### src/rtl/pmp_scan_checker.sv
// pmp_scan_checker: sequential PMP permission checker, one PMP entry per cycle.
// Optional build macro: PMP_CONST_LATENCY_EN -- scan every entry regardless of
// where the first hit is, so response latency does not reveal the hit index.

// NA4 matcher: 4-byte region at addr_n versus request bytes [addr, last].
module pmp_na4_match (
    input  logic [31:0] addr,
    input  logic [32:0] last,
    input  logic [31:0] addr_n,
    output logic        full_c,
    output logic        overlap_c
);
    logic [32:0] region_top;

    assign region_top = {1'b0, addr_n} + 33'd3;
    assign full_c     = (addr >= addr_n) && (last <= region_top);
    assign overlap_c  = ({1'b0, addr} <= region_top) && (last >= {1'b0, addr_n});
endmodule

### config.mk
export PLATFORM = sky130hd
export DESIGN_NAME = pmp_na4_match
export DESIGN_NICKNAME = d
export VERILOG_FILES = /design/src/rtl/pmp_scan_checker.sv
export SDC_FILE = /design/constraint.sdc
export NUM_CORES = 1
export LEC_CHECK = 0
export ABC_AREA = 1
export CORE_MARGIN = 5
export CORE_UTILIZATION = 30
export DETAILED_ROUTE_END_ITERATION = 10
export SLEW_MARGIN = 20
export SYNTH_ARGS = -nofsm -noshare
export SYNTH_HDL_FRONTEND = slang
export SYNTH_SLANG_ARGS = --single-unit
### constraint.sdc
create_clock -name vclk -period 5.19
set_input_delay 1.038 -clock vclk [all_inputs]
set_output_delay 1.038 -clock vclk [all_outputs]
set_load 0.05 [all_outputs]
### Word level (Yosys, flattened, before mapping)

Index checks and enable logic that the tools add are counted.

* register bits after elaboration: 0
* word-level logic and storage cells: 7

* add/subtract/negate cells: 1
* magnitude comparators: 4
* reduce and logical (&&, ||, !) cells: 2

Operators by type and width (count)
* 32-bit by 2-bit adder with 33-bit output, second input constant: 1
* 33-bit by 32-bit greater-or-equal comparator with 1-bit output: 1
* 32-bit by 33-bit less-or-equal comparator with 1-bit output: 1
* 33-bit less-or-equal comparator: 1
* 32-bit greater-or-equal comparator: 1
* 1-bit logical AND: 2

### Longest topological paths before layout

Gate-level depths: netlist of run 1.

* depth in word-level cells: 3
* gate-level depth with buffers: 22
* depth with buffers taken out: 22

### Worst setup path after synthesis of run 1

OpenSTA, ideal clock, no wires.

* kind: input -> output
* from: input port addr_n[0]
* to: output port full_c
* data arrival time: 3434 ps
* data required time: 4152 ps
* slack: 718 ps
* cell stages on the path: 19
* buffers on the path: 0
* path through: inv_1 -> ha_1 -> nor4_2 -> nand2_1 -> nor2_2 -> nand3_1 -> xor2_1 -> ha_1 -> nand2_1 -> inv_1 -> nand2_1 -> nand2_1 -> a21oi_1 -> nand2_1 -> nor2_1 -> nand2_1 -> nand2_1 -> nand2_1 -> inv_1

* word-level cells in the longest chain between the ends: 3
* elaborated cells on any way between the ends: 4
* those cells by class: add/sub: 1; order compare: 2; reduce/logical: 1

Ends and longest elaborated chain
* from (decl): RTL line 9 `input logic [31:0] addr_n,`
* 32-bit by 2-bit adder with 33-bit output: RTL line 15 `assign region_top = {1'b0, addr_n} + 33'd3;`
* 33-bit less-or-equal comparator: RTL line 16 `assign full_c = (addr >= addr_n) && (last <= region_top);`
* 1-bit logical AND (*): RTL line 16
* to (decl): RTL line 10 `output logic full_c,`

Mark *: on every way between the ends. The rest lies on a longest branch, timed or not.

### Worst setup path after layout of run 1

* from: input port addr_n[18]
* to: output port full_c

The elaborated chain is that of the path after synthesis.

==> out/qor.yml, run 1 <==
power:
  ir_drop_mv: 0.0530
  p_leak_uw: 0.00306
  powerDensity_nw_per_um2: 74.5
worst_setup_path:
  critPathSlowestCell: "clkdlybuf4s50_1"
  cp_common_cell: "nand2_1"
  path_cells: "clkdlybuf4s50_1 > nand2_1 > nor3_2 > nand4_1 > nor3_1 > nand3_1 > xor2_1 > ha_1 > nand2_1 > nor2_1 > nand3_1 > nor2_1 > nand3_1 > nand2_1 > nor2_1 > nand2_1 > nand2_1 > nand2_1 > inv_1 > buf_12"
  cp.arrival_ps: 3940
  critPathLaunch: "addr_n[18]"
  crit_fanout: 4
  max_stage_delay_ps: 580
  crit_buf_inv: 3
  start_kind: "input port"
  critPathRequiredTime_ps: 4150
  end_kind: "output pin"
  critPathKind: "in2out"
  crit_family: "simple AND/OR/NAND/NOR gates"
floorplanning:
  ioPinCount: 99
  dieArea_um2: 16000
  start_util_pct: 30.7
  row_count: 42
  core_area_um2: 13200
  die_x_um: 126
  die_y_um: 126
drt:
  ant_nets: 0
  routed_wirelength_mm: 13.2
  drc: 0
  viasPerCell: 4.70
  wire_per_inst_um: 14.0
  first_pass_iters: 4
  drt-initial-drc-count: 184
  num_vias: 4434
logic_synthesis:
  seq_area_frac_synth_pct: 0
  synth_nets: 866
  syn_inst: 639
  yosysUniqueCellTypes: 28
  synthesis.area_um2: 4060
  yosysWarnings: 0
  postSynthAreaPerCell_um2: 6.36
place:
  dp_hpwl_mm: 12.3
  io_buffer_count: 99
  gp_congestion: 0.903
  dpl.cell_count: 937
timing:
  slew_headroom_pct: 74.7
  finalMaxSlewViolations: 0
  rsz0062_at_grt: "no"
  fin_crit_ps: 4980
  finalSetupViolCount: 0
  tightest_slew_ps: 375
  hold_viol_final: 0
  tns_ps: 0
  period_share_pct: 96.0
  max_freq_mhz: 201
grt:
  grt_max_degree: 7
  track_usage_pct: 16.2
  grt_pass1_vias: 4526
  grt_first_pass_wirelength_mm: 21.6
  grt_remaining_overflow: 0
  antenna_found_initial: 0
job:
  max_cap_violations: 0
finish:
  antenna_cells: 0
  nClkBuffers: 0
  area_growth_pct: 39.5
  num-nets-final: 996
  layout-drive-gt1-share_pct: 11.5
  register_area_um2: 0
  fill_cells: 1423
  instances_no_fill: 943
  nFlopsAndLatches: 0
hold_path:
  hold_path_class: "in2out"
  worstHoldStart: "addr_n[0]"
status:
  outcome: "completed"
cts:
  postCtsHoldBufs: 0
[cell families (layout without fill, tap and decap cells)]
kind of cell / count (synthesis) / count (layout) / share of synthesized area (%)
AND/OR/NAND/NOR: 313 / 313 / 35.0
buffers and inverters: 90 / 218 / 8.32
XOR/XNOR: 26 / 26 / 5.61
adder cells (fa/ha/maj): 130 / 130 / 40.0
AO/OA/AOI/OAI: 80 / 80 / 11.0
[worst paths after layout]
| kind | end | cells after the start | slack [ps] |
|---|---|---|---|
| max | full_c | 20 | 210 |
| min | overlap_c | 8 | 2980 |
[layout make-up]
| class | instances | area (um2) | share of cell area (%) |
|---|---|---|---|
| Inverter | 90 | 338 | 5.96 |
| Multi-Input combinational cell | 549 | 3860 | 68.0 |
| Tap cell | 176 | 220 | 3.89 |
| Timing Repair Buffer | 128 | 1250 | 22.1 |
[placed cells by master, fill, tap and decap left out, types with 3 or more instances in the layout]
cell               n
nand2_1          172
ha_1             129
clkdlybuf4s50_1   85
inv_1             84
a21oi_1           49
nor2_1            42
buf_4             28
nand4_1           26
xor2_1            23
nand3_1           15
o21ai_0           14
nand2_2           13
dlymetal6s2s_1    12
nor2_2            10
nor2_4             8
inv_2              6
o21a_1             5
o21bai_1           5
nor3_2             4
nor3_1             4
a21o_1             4
nand3_2            3
nor4_1             3
nand3b_1           3
xor2_2             3
[worst min-delay path, delay by kind of cell]
family                     cells  cell delay (ps)
and+or+nand+nor                3              320
buffers and inverters          4              420
adders and majority gates      1              140
[power by group]
| group | internal, uW | switching, uW |
|---|---|---|
| clock network | 0 | 0 |
| registers | 0 | 0 |
| logic | 194 | 228 |
[routing by layer]
metal | wire length [um] | vias up | share of wire [%] | track usage (%)
met5 | 0 | - | 0 | 0
met1 | 6410 | 1949 | 48 | 21.9
met4 | 119 | 0 | 0.90 | 1.32
met3 | 505 | 10 | 3.8 | 1.30
met2 | 6200 | 81 | 47 | 29.2
li1 | - | 2394 | - | -
[cell usage after synthesis (4+ instances only)]
cell type  number  area share, %
xor2_1         26            5.6
o21ai_0        15            1.8
o21a_1          5           0.92
inv_1          87            8.0
a21o_1          4           0.74
nor2_4          5            1.4
nor3_1          7           0.86
a21oi_1        50            6.2
nand3_1        17            2.1
nand2_2         8            1.2
nor2_1         50            4.6
nor2_2          5           0.77
nand2_1       178             16
nand4_1        26            4.0
o21bai_1        5           0.92
ha_1          130             40
[timing repair]
item                                    4_1_cts  5_1_grt
buffers inserted                              0        6
endpoints found under the setup margin        2        2
pin swaps                                     0       17
gates resized for setup                       2       47
[per-stage QoR]
step	util (%)	total power [uW]	setup slack [ps]	cell area, um2	hold slack (ps)
4_1_cts	41.3	416	13.4	5470	3220
2_1_floorplan	-	229	718	4060	2500
5_1_grt	42.8	483	4.57	5670	3070
3_5_place_dp	41.2	412	-35.2	5450	3210
3_3_place_gp	41.2	410	-33.2	5450	3210
6_report	42.8	422	210	5670	2980
(Power assumes the default switching activity.)
==> run 2: changes to the inputs <==
--- a/config.mk
+++ b/config.mk
@@ -6,6 +6,7 @@
 export NUM_CORES = 1
 export LEC_CHECK = 0
 export ABC_AREA = 1
+export ABC_CLOCK_PERIOD_IN_PS = 5190
 export CORE_MARGIN = 5
 export CORE_UTILIZATION = 30
 export DETAILED_ROUTE_END_ITERATION = 10
@@ -13,3 +14,4 @@
 export SYNTH_ARGS = -nofsm -noshare
 export SYNTH_HDL_FRONTEND = slang
 export SYNTH_SLANG_ARGS = --single-unit
+export TNS_END_PERCENT = 1
==> results of run 2 <==
Final layout, timing and power as in run 1 (identical DEF).
==> run 3: changes to the inputs <==
--- a/config.mk
+++ b/config.mk
@@ -7,7 +7,6 @@
 export LEC_CHECK = 0
 export ABC_AREA = 1
 export ABC_CLOCK_PERIOD_IN_PS = 5190
-export CORE_MARGIN = 5
 export CORE_UTILIZATION = 30
 export DETAILED_ROUTE_END_ITERATION = 10
 export SLEW_MARGIN = 20
==> out/qor.yml, run 3 (same netlist as run 1, synthesis figures left out) <==
finish:
  fill_cells: 1440  # +1.2%
  num-nets-final: 997  # +0.10%
  register_area_um2: 0  # unchanged
  layout_common_cells: "nand2_1, ha_1, clkdlybuf4s50_1, inv_1, a21oi_1"
  nFlopsAndLatches: 0  # unchanged
  nClkBuffers: 0  # unchanged
  layout_commonest_cell: "nand2_1"
  instances_no_fill: 944  # +0.11%
  antenna_cells: 0  # unchanged
  layout-drive-gt1-share_pct: 11.8  # +0.38 points
  area_growth_pct: 40.0
  utilization_pct: 43.0  # +0.15 points
grt:
  antenna_found_initial: 0  # unchanged
  gr-usage-met1_pct: 24.6  # +2.7 points
  use_met2_pct: 32.8  # +3.7 points
  grt_max_degree: 7  # unchanged
  grt_busiest_layer: "met2"
  grt_first_pass_wirelength_mm: 20.8  # -3.7%
  use_met3_pct: 0.531  # -0.77 points
  grt_remaining_overflow: 0  # unchanged
  track_usage_pct: 18.2  # +2.0 points
  grt_pass1_vias: 4402  # -2.7%
power:
  powerDensity_nw_per_um2: 74.9  # +0.52%
  totalPowerFinal_uw: 426  # +0.88%
  ir_drop_mv: 0.0439  # -17%
  p_leak_uw: 0.00306  # about the same
drt:
  viasPerCell: 4.67  # -0.62%
  wire_per_inst_um: 13.6  # -3.0%
  num_vias: 4411  # -0.52%
  routed_wirelength_mm: 12.9  # -2.8%
  drc: 0  # unchanged
  drt-initial-drc-count: 150  # -18%
  first_pass_iters: 4  # unchanged
  ant_nets: 0  # unchanged
timing:
  slew_headroom_pct: 73.0  # -1.7 points
  fin_crit_ps: 4980  # -2.79 ps
  max_freq_mhz: 201  # about the same
  hold_viol_final: 0  # unchanged
  finalSetupViolCount: 0  # unchanged
  period_share_pct: 95.9  # about the same
  tightest_slew_ps: 400  # +25.4 ps
  finalMaxSlewViolations: 0  # unchanged
place:
  gp_congestion: 0.864  # -4.3%
  dp_hpwl_mm: 11.8  # -3.9%
  dpl.cell_count: 939  # +0.21%
  io_buffer_count: 99  # unchanged
floorplanning:
  dieArea_um2: 14000  # -12%
  core_area_um2: 13200  # unchanged
  die_y_um: 118  # -6.3%
  row_count: 42  # unchanged
  die_x_um: 118  # -6.3%
  start_util_pct: 30.7  # unchanged
  ioPinCount: 99  # unchanged
worst_setup_path:
  start_kind: "input port"
  end_kind: "output pin"
  crit_fanout: 3  # -1
  critPathKind: "in2out"
  critPathRequiredTime_ps: 4150  # about the same
  cp.arrival_ps: 3940  # about the same
hold_path:
  hold_path_class: "in2out"
cts:
  postCtsHoldBufs: 0  # unchanged
job:
  max_cap_violations: 0  # unchanged
status:
  outcome: "completed"
[run 3: final cells by class]
type / instances / area [um2] / area share [%]
tap: 176 / 220 / 3.87
multi-input combinational: 549 / 3870 / 68.1
timing repair buffer: 129 / 1260 / 22.1
inverter: 90 / 338 / 5.94
[run 3: timing repair]
item,4_1_cts,5_1_grt
pin swaps,0,16
buffers inserted,0,5
resized for setup,3,47
setup endpoints to repair,1,2
[run 3: metrics by stage]
| step | TNS [ps] | hold WS (ps) | setup slack (ps) | cell area [um2] |
|---|---|---|---|---|
| detailed placement | -15.9 | 3190 | -15.9 | 5470 |
| global route | -22.2 | 3000 | -22.2 | 5690 |
| finish | 0 | 2940 | 213 | 5690 |
| floorplan | 0 | 2500 | 718 | 4060 |
| CTS | 0 | 3190 | 19.6 | 5480 |
| global placement | 0 | 3190 | 15.1 | 5470 |
[run 3: worst max-delay path: stages]
cell and delay, ps:
clkdlybuf4s50_1 520, nand2_2 100, inv_2 70, nand3_2 90, nor3_4 210, nand2_4 80
nor3_4 240, buf_4 150, buf_4 100, xor2_2 160, ha_1 260, nand4_1 140
inv_1 50, nand2_1 70, nand2_1 80, nand2_1 70, nand2_1 40, nand2_1 50
nand2_1 50, nand2_1 60, nand2_1 70, inv_1 80, buf_6 150
[run 3: per-layer routing]
layer  wire length [um]  share of wire [%]  vias to the layer above
met2               5990                 47                       88
li1                   -                  -                     2408
met3                549                4.3                       10
met5                  0                  0                        -
met4                141                1.1                        0
met1               6180                 48                     1905
[run 3: power by group]
part	internal [uW]	total, uW	switching (uW)
sequential	0	0	0
combinational	197	426	229
clock	0	0	0
[run 3: worst paths after layout]
check,end,cells past startpoint,slack (ps),startpoint
setup / recovery,overlap_c,23,210,addr_n[15]
hold / removal,overlap_c,8,2940,addr_n[0]
